File: config.mk
export PLATFORM = sky130hd
export DESIGN_NAME = cache_miss_handler_flat
export DESIGN_NICKNAME = d
export VERILOG_FILES = /design/src/rtl/cache_pkg.sv /design/src/rtl/cache_miss_handler_if.sv /design/src/rtl/cache_stat_counter.sv /design/src/rtl/cache_miss_handler.sv /design/src/flat_wrapper.sv
export SDC_FILE = /design/constraint.sdc
export NUM_CORES = 1
export LEC_CHECK = 0
export CORE_MARGIN = 4
export CORE_UTILIZATION = 39
export DETAILED_ROUTE_END_ITERATION = 12
export GPL_TIMING_DRIVEN = 0
export PLACE_DENSITY = 0.94
export RECOVER_POWER = 50
export SLEW_MARGIN = 25
export SYNTH_ARGS = -nofsm -noshare
export SYNTH_HDL_FRONTEND = slang
export SYNTH_SLANG_ARGS = --single-unit
File: constraint.sdc
create_clock -name clk -period 3.65 [get_ports clk]
set_input_delay 1.095 -clock clk [delete_from_list [all_inputs] [get_ports clk]]
set_output_delay 1.095 -clock clk [all_outputs]
set_load 0.01 [all_outputs]
File: src/rtl/cache_pkg.sv
// Shared cache definitions: miss-handler FSM states and address-split constants.
// Used by cache_miss_handler and by the two-way set-associative data cache.
package cache_pkg;

  localparam int WORD_OFFSET_BITS = 2;
  localparam int SET_WIDTH        = 6;
  localparam int TAG_WIDTH        = 32 - SET_WIDTH - WORD_OFFSET_BITS;

  typedef enum logic [1:0] {
    IDLE,
    REQ,
    WAIT,
    FILL
  } miss_state_t;

endpackage

File: src/rtl/cache_miss_handler_if.sv
// Pipeline, memory and fill signals of the cache miss handler.
// The handler uses the master modport. The pipeline, the memory and the cache use the slave modport.
interface cache_miss_handler_if #(
  parameter int DATA_WIDTH = 32,
  parameter int ADDR_WIDTH = 32
);

  logic                  req_i;
  logic [ADDR_WIDTH-1:0] addr_i;
  logic                  hit_i;
  logic                  stall_o;
  logic                  mem_req_o;
  logic [ADDR_WIDTH-1:0] mem_addr_o;
  logic                  mem_gnt_i;
  logic                  mem_rvalid_i;
  logic [DATA_WIDTH-1:0] mem_rdata_i;
  logic                  fill_en_o;
  logic [ADDR_WIDTH-1:0] fill_addr_o;
  logic [DATA_WIDTH-1:0] fill_data_o;

  modport master (
    input  req_i, addr_i, hit_i, mem_gnt_i, mem_rvalid_i, mem_rdata_i,
    output stall_o, mem_req_o, mem_addr_o, fill_en_o, fill_addr_o, fill_data_o
  );

  modport slave (
    output req_i, addr_i, hit_i, mem_gnt_i, mem_rvalid_i, mem_rdata_i,
    input  stall_o, mem_req_o, mem_addr_o, fill_en_o, fill_addr_o, fill_data_o
  );

endinterface

File: src/rtl/cache_stat_counter.sv
// Saturating 32-bit event counter with an increment enable.
// It is instantiated only in builds that define CACHE_MISS_STATS_EN.
module cache_stat_counter (
  input  logic        clk,
  input  logic        rst_n,
  input  logic        inc,
  output logic [31:0] count
);

  always_ff @(posedge clk) begin
    if (!rst_n) begin
      count <= '0;
    end else if (inc && (count != 32'hFFFF_FFFF)) begin
      count <= count + 32'd1;
    end
  end

endmodule

File: src/rtl/cache_miss_handler.sv
// Cache miss handler: stalls on a miss, fetches the word from memory and fills the cache.
// Defining CACHE_MISS_STATS_EN adds the hit and miss counter outputs.
module cache_miss_handler
  import cache_pkg::*;
#(
  parameter int DATA_WIDTH = 32,
  parameter int ADDR_WIDTH = 32
) (
  input  logic                    clk,
  input  logic                    rst_n,
  cache_miss_handler_if.master    bus
`ifdef CACHE_MISS_STATS_EN
  ,
  output logic [31:0]             hit_count_o,
  output logic [31:0]             miss_count_o
`endif
);

  miss_state_t           state, next_state;
  logic [ADDR_WIDTH-1:0] miss_addr;
  logic [DATA_WIDTH-1:0] fill_data;
  logic                  miss_seen;
  logic                  capture;

  assign miss_seen = bus.req_i && !bus.hit_i;

  // NOTE: sequential state uses <= so that every flop samples the values present before the edge.
  always_ff @(posedge clk) begin
    if (!rst_n) begin
      state     <= IDLE;
      miss_addr <= '0;
      fill_data <= '0;
    end else begin
      state <= next_state;
      if (state == IDLE && miss_seen) begin
        miss_addr <= bus.addr_i;
      end
      if (capture) begin
        fill_data <= bus.mem_rdata_i;
      end
    end
  end

  // NOTE: every output gets a default first, so no branch can leave it unassigned and infer a latch.
  always_comb begin
    next_state     = state;
    capture        = 1'b0;
    bus.mem_req_o  = 1'b0;
    bus.mem_addr_o = '0;
    bus.fill_en_o  = 1'b0;
    unique case (state)
      IDLE: begin
        if (miss_seen) next_state = REQ;
      end
      REQ: begin
        bus.mem_req_o  = 1'b1;
        bus.mem_addr_o = {miss_addr[ADDR_WIDTH-1:WORD_OFFSET_BITS], {WORD_OFFSET_BITS{1'b0}}};
        if (bus.mem_gnt_i && bus.mem_rvalid_i) begin
          capture    = 1'b1;
          next_state = FILL;
        end else if (bus.mem_gnt_i) begin
          next_state = WAIT;
        end
      end
      WAIT: begin
        if (bus.mem_rvalid_i) begin
          capture    = 1'b1;
          next_state = FILL;
        end
      end
      FILL: begin
        bus.fill_en_o = 1'b1;
        next_state    = IDLE;
      end
      default: next_state = IDLE;
    endcase
  end

  // The combinational miss term raises the stall in the same cycle that the miss is seen.
  assign bus.stall_o     = (state != IDLE) || miss_seen;
  assign bus.fill_addr_o = miss_addr;
  assign bus.fill_data_o = fill_data;

`ifdef CACHE_MISS_STATS_EN
  cache_stat_counter u_hit_count (
    .clk   (clk),
    .rst_n (rst_n),
    .inc   ((state == IDLE) && bus.req_i && bus.hit_i),
    .count (hit_count_o)
  );

  cache_stat_counter u_miss_count (
    .clk   (clk),
    .rst_n (rst_n),
    .inc   ((state == IDLE) && miss_seen),
    .count (miss_count_o)
  );
`endif

endmodule

File: src/flat_wrapper.sv
// flat-port wrapper written by rule: the top's interface ports become plain ports
module cache_miss_handler_flat import cache_pkg::*;
#(
  parameter int DATA_WIDTH = 32,
  parameter int ADDR_WIDTH = 32
)
  (clk, rst_n, bus_req_i, bus_addr_i, bus_hit_i, bus_mem_gnt_i, bus_mem_rvalid_i, bus_mem_rdata_i, bus_stall_o, bus_mem_req_o, bus_mem_addr_o, bus_fill_en_o, bus_fill_addr_o, bus_fill_data_o);
  cache_miss_handler_if #(.DATA_WIDTH(DATA_WIDTH), .ADDR_WIDTH(ADDR_WIDTH)) bus_i ();
  input  logic clk;
  input  logic rst_n;
  input wire logic [$bits(bus_i.req_i)-1:0] bus_req_i;
  input wire logic [$bits(bus_i.addr_i)-1:0] bus_addr_i;
  input wire logic [$bits(bus_i.hit_i)-1:0] bus_hit_i;
  input wire logic [$bits(bus_i.mem_gnt_i)-1:0] bus_mem_gnt_i;
  input wire logic [$bits(bus_i.mem_rvalid_i)-1:0] bus_mem_rvalid_i;
  input wire logic [$bits(bus_i.mem_rdata_i)-1:0] bus_mem_rdata_i;
  output wire logic [$bits(bus_i.stall_o)-1:0] bus_stall_o;
  output wire logic [$bits(bus_i.mem_req_o)-1:0] bus_mem_req_o;
  output wire logic [$bits(bus_i.mem_addr_o)-1:0] bus_mem_addr_o;
  output wire logic [$bits(bus_i.fill_en_o)-1:0] bus_fill_en_o;
  output wire logic [$bits(bus_i.fill_addr_o)-1:0] bus_fill_addr_o;
  output wire logic [$bits(bus_i.fill_data_o)-1:0] bus_fill_data_o;
  assign bus_i.req_i = bus_req_i;
  assign bus_i.addr_i = bus_addr_i;
  assign bus_i.hit_i = bus_hit_i;
  assign bus_i.mem_gnt_i = bus_mem_gnt_i;
  assign bus_i.mem_rvalid_i = bus_mem_rvalid_i;
  assign bus_i.mem_rdata_i = bus_mem_rdata_i;
  assign bus_stall_o = bus_i.stall_o;
  assign bus_mem_req_o = bus_i.mem_req_o;
  assign bus_mem_addr_o = bus_i.mem_addr_o;
  assign bus_fill_en_o = bus_i.fill_en_o;
  assign bus_fill_addr_o = bus_i.fill_addr_o;
  assign bus_fill_data_o = bus_i.fill_data_o;
  cache_miss_handler #(.DATA_WIDTH(DATA_WIDTH), .ADDR_WIDTH(ADDR_WIDTH)) u_core (.clk(clk), .rst_n(rst_n), .bus(bus_i));
endmodule
# Word level (Yosys, flattened, before mapping)
# Cells that the tools add are included.
[totals]
regBits = 66
input_bits = 70
[op_classes]
mux = 11
eq_ne = 6
reduce_logical = 8
[ops]
columns = ["op", "n"]
rows = [
  ["two-way mux 32 bit", 1],
  ["two-way mux 2 bit", 4],
  ["case mux 2 bit (4 select lines)", 1],
  ["equality test 2 bit, second input constant", 2],
  ["two-way mux 1 bit", 4],
  ["logical AND 1 bit", 3],
  ["!= test 3 x 2 -> 1 bit, second input constant", 1],
  ["AND reduction 3 bit", 1],
  ["equality test 2 x 1 -> 1 bit, second input constant", 1],
  ["zero test 2 bit", 1],
  ["!= test 2 x 1 -> 1 bit, second input constant", 1],
  ["!= test 2 bit, second input constant", 1],
  ["case mux 1 bit (2 select lines)", 1],
  ["nonzero test 2 bit", 1],
  ["zero test 1 bit", 1],
  ["logical OR 1 bit", 1],
]

# Depth between registers and ports, before layout
[logic_depth]
depth_word = 4
depth_mapped = 8
mapped_depth_nobuf = 6

# Worst setup path after synthesis
# No wires, ideal clock.
[synth_timing]
path_type = "input -> output"
startpoint = "input port bus_hit_i"
endpoint = "output port bus_stall_o"
arrival_time_ns = 1.322
path_stages = 2
required_ns = 2.555
slack_ns = 1.233
path_cell_list = "nand2b_4 > nand2_1"
[synth_via]
elab_chain_len = 3
[synth_lines]
columns = ["element", "line_no", "source"]
rows = [
  ["start: declaration", "flat_wrapper.sv:13", "input wire logic [$bits(bus_i.hit_i)-1:0] bus_hit_i;"],
  ["zero test 1 bit", "cache_miss_handler.sv:25", "assign miss_seen = bus.req_i && !bus.hit_i;"],
  ["logical AND 1 bit", "cache_miss_handler.sv:25", ""],
  ["logical OR 1 bit", "cache_miss_handler.sv:80", "assign bus.stall_o = (state != IDLE) || miss_seen;"],
  ["end: declaration", "flat_wrapper.sv:17", "output wire logic [$bits(bus_i.stall_o)-1:0] bus_stall_o;"],
]
# No other way between the ends.

# Worst setup path after layout
[layout_timing]
startpoint = "input port bus_req_i"
endpoint = "output port bus_stall_o"
[layout_via]
elab_chain_len = 2
[layout_lines]
columns = ["element", "line_no", "source"]
rows = [
  ["start: declaration", "flat_wrapper.sv:11", "input wire logic [$bits(bus_i.req_i)-1:0] bus_req_i;"],
  ["logical AND 1 bit", "cache_miss_handler.sv:25", ""],
  ["logical OR 1 bit", "cache_miss_handler.sv:80", ""],
]
# No other way between the ends.

==> impl_metrics.env <==
export IMPL_status="completed"
export IMPL_fin_area_um2=4590
export IMPL_yosys_warnings=0
export IMPL_period_needed_ns=3.45
export IMPL_internal_power_mw=1.47
export IMPL_power_density_nw_per_um2=450
export IMPL_grt_overflow=0
export IMPL_power_share_clock_pct=32.0
export IMPL_grt_first_pass_wirelength_um=13200
export IMPL_post_cts_resized=0
export IMPL_p_seq_share_pct=39.8
export IMPL_crit_arrival_ns=2.35
export IMPL_cts_buffers=9
export IMPL_clk_path_buf_depth=2
export IMPL_synthesis_area_um2=2620
export IMPL_pwr_share_comb_pct=28.2
export IMPL_place_inst=585
export IMPL_fillers=503
export IMPL_wl_per_cell_um=13.9
export IMPL_dr_pass1_iters=4
export IMPL_io_pins=169
export IMPL_crit_fanout=4
export IMPL_grt_use_total_pct=19.9
export IMPL_hpwl_um=6770
export IMPL_ys_ff_latch=66
export IMPL_fin_nets=594
export IMPL_clk_pin_slew_ns=0.07
export IMPL_initial_utilization_pct=40.8
export IMPL_holdWs_ns=0.451
export IMPL_area_growth_pct=75.2
export IMPL_num_antenna_cells=0
export IMPL_r2r_end="u_core.bus.fill_addr_o[29]"
export IMPL_slew_violations=0
export IMPL_ys_async_sr_fraction_pct=0
export IMPL_hold_path_class="register to register"
export IMPL_endpoint_kind="output pin"
export IMPL_rsz0062_at_grt="false"
export IMPL_setup_tns_ns=0
export IMPL_r2r_setup_slack_ns=1.75
export IMPL_hold_depth=2
export IMPL_wl_um=8330
export IMPL_placed_area_um2=4380
export IMPL_viasPerCell=4.72
export IMPL_drc_errors=0
export IMPL_crit_required_ns=2.55
export IMPL_critPathKind="primary input to output pin"
export IMPL_startpoint_type="primary input"
export IMPL_antenna_found_initial=0
export IMPL_ant_nets=0
export IMPL_rows=29
export IMPL_hold_violations=0
export IMPL_clock_sinks=66
export IMPL_fin_crit_sh_pct=94.5
export IMPL_fp_dieW_um=89.9
export IMPL_stdcell_count=601
export IMPL_synth_edf_count=0
export IMPL_num_vias=2837
export IMPL_gp_congestion=0.799
export IMPL_peakVddDrop_mv=0.257
export IMPL_postSynthCellCount=341
export IMPL_power_switching_mw=0.589
export IMPL_fin_util_pct=71.4
export IMPL_drtIter0Drc=74
export IMPL_setup_viol=0
export IMPL_clkLatencyLatePin_ns=0.32
export IMPL_reg2reg_from="u_core.state[0]"
export IMPL_cellLeakagePower_nw=1.85
export IMPL_grt_pass1_vias=2801
export IMPL_power_mw=2.06
export IMPL_drive_above_1_share_pct=4.77
export IMPL_die_area_um2=8090
export IMPL_switching_share_pct=28.5
export IMPL_hold_start="u_core.bus.fill_data_o[13]"
export IMPL_synth_top_flop_cell="dfxtp_1"
export IMPL_finalWorstSetupSlack_ns=0.202
export IMPL_grt_max_degree=11
export IMPL_coreArea_um2=6420
export IMPL_fmax_ghz=0.290
export IMPL_avgSynthCellArea_um2=7.68
export IMPL_cts_setup_buffers=0
export IMPL_h_tree_depth=3
export IMPL_clock_skew_ns=0.00843
export IMPL_cts_tree="yes"
export IMPL_cts_hold_fix_buffers=0
export IMPL_reg2reg_depth=8
export IMPL_max_cap_violations=0
export IMPL_die_y_um=89.9
export IMPL_cts_root_buf="clkbuf_8"
export IMPL_min_to="u_core.bus.fill_data_o[13]"
export IMPL_yosysSeqAreaShare_pct=50.5
export IMPL_post_place_ws_ns=0.262
export IMPL_io_buffers=166
export IMPL_synthDistinctLibCells=23
## power groups by stage
| stage | Combinational (mW) | Clock, mW | Sequential [mW] |
|---|---|---|---|
| final | 0.582 | 0.659 | 0.822 |
| after global routing | 0.642 | 0.709 | 0.830 |
| after CTS | 0.605 | 0.673 | 0.824 |
| after detailed placement | 0.602 | 0 | 0.841 |
| after global placement | 0.580 | 0 | 0.836 |
| after floorplan | 0.269 | 0 | 0.857 |
## flip-flops by register name, summed over array words and instances (netlist names)
name                    flops
u_core.state                2
u_core.bus.fill_data_o     32
u_core.bus.fill_addr_o     32
## worst max path at each step
stage               from          end  slack (ns)  cells past startpoint
6_report       bus_req_i  bus_stall_o        0.20                      4
5_1_grt        bus_req_i  bus_stall_o        0.16                      4
4_1_cts        bus_req_i  bus_stall_o        0.27                      4
3_5_place_dp   bus_req_i  bus_stall_o        0.26                      4
3_3_place_gp   bus_req_i  bus_stall_o        0.27                      4
2_1_floorplan  bus_hit_i  bus_stall_o        1.23                      2
## routing by layer
metal | share of wire [%] | global-route usage (%)
met2 | 52 | 37.4
met1 | 39 | 20.3
met3 | 8.2 | 7.76
met4 | 1.2 | 5.74
met5 | 0 | 0
## cells by family after synthesis
group	share of synthesized area, %
AO/OA/AOI/OAI	14.0
adder cells (fa/ha/maj)	2.39
buffers and inverters	5.30
flip-flops	50.5
multiplexers	0.382
other	0.143
AND/OR/NAND/NOR	27.3
## cells in the mapped netlist (2+ instances only)
library cell  instances  area [µm²]
buf_2                 9        45.0
dfxtp_1              66        1320
nand2_1             129         484
clkbuf_1             15        56.3
buf_4                 2        15.0
a21oi_1              64         320
ha_1                  5        62.6
inv_1                 5        18.8
and2_1               30         188
nor2_1                3        11.3
## worst max-delay path: stages
cell and delay (ns):
dlygate4sd3_1 0.54, nand2b_2 0.09, nand2_1 0.07, clkdlybuf4s50_1 0.55
## cell type report
cell class	instances	area (µm²)	share of cell area, %
Sequential cell	66	1320	28.8
Multi-Input combinational cell	244	1160	25.2
Timing Repair Buffer	166	1660	36.2
Inverter	6	22.5	0.491
Buffer	26	115	2.51
Tap cell	77	96.3	2.10
Clock inverter	2	60.1	1.31
Clock buffer	14	153	3.33
## cells in the final DEF (no fill, tap or decap), types with 2 or more instances in the layout
cell type,instances
conb_1,2
dfxtp_1,66
clkbuf_8,10
and2_1,30
ha_1,5
buf_4,2
buf_2,8
nand2_1,129
dlygate4sd3_1,56
clkdlybuf4s50_1,110
inv_1,5
bufinv_16,2
clkbuf_1,20
a21oi_1,64
nor2_1,3
Note: power is estimated with default switching activity, not from simulation.
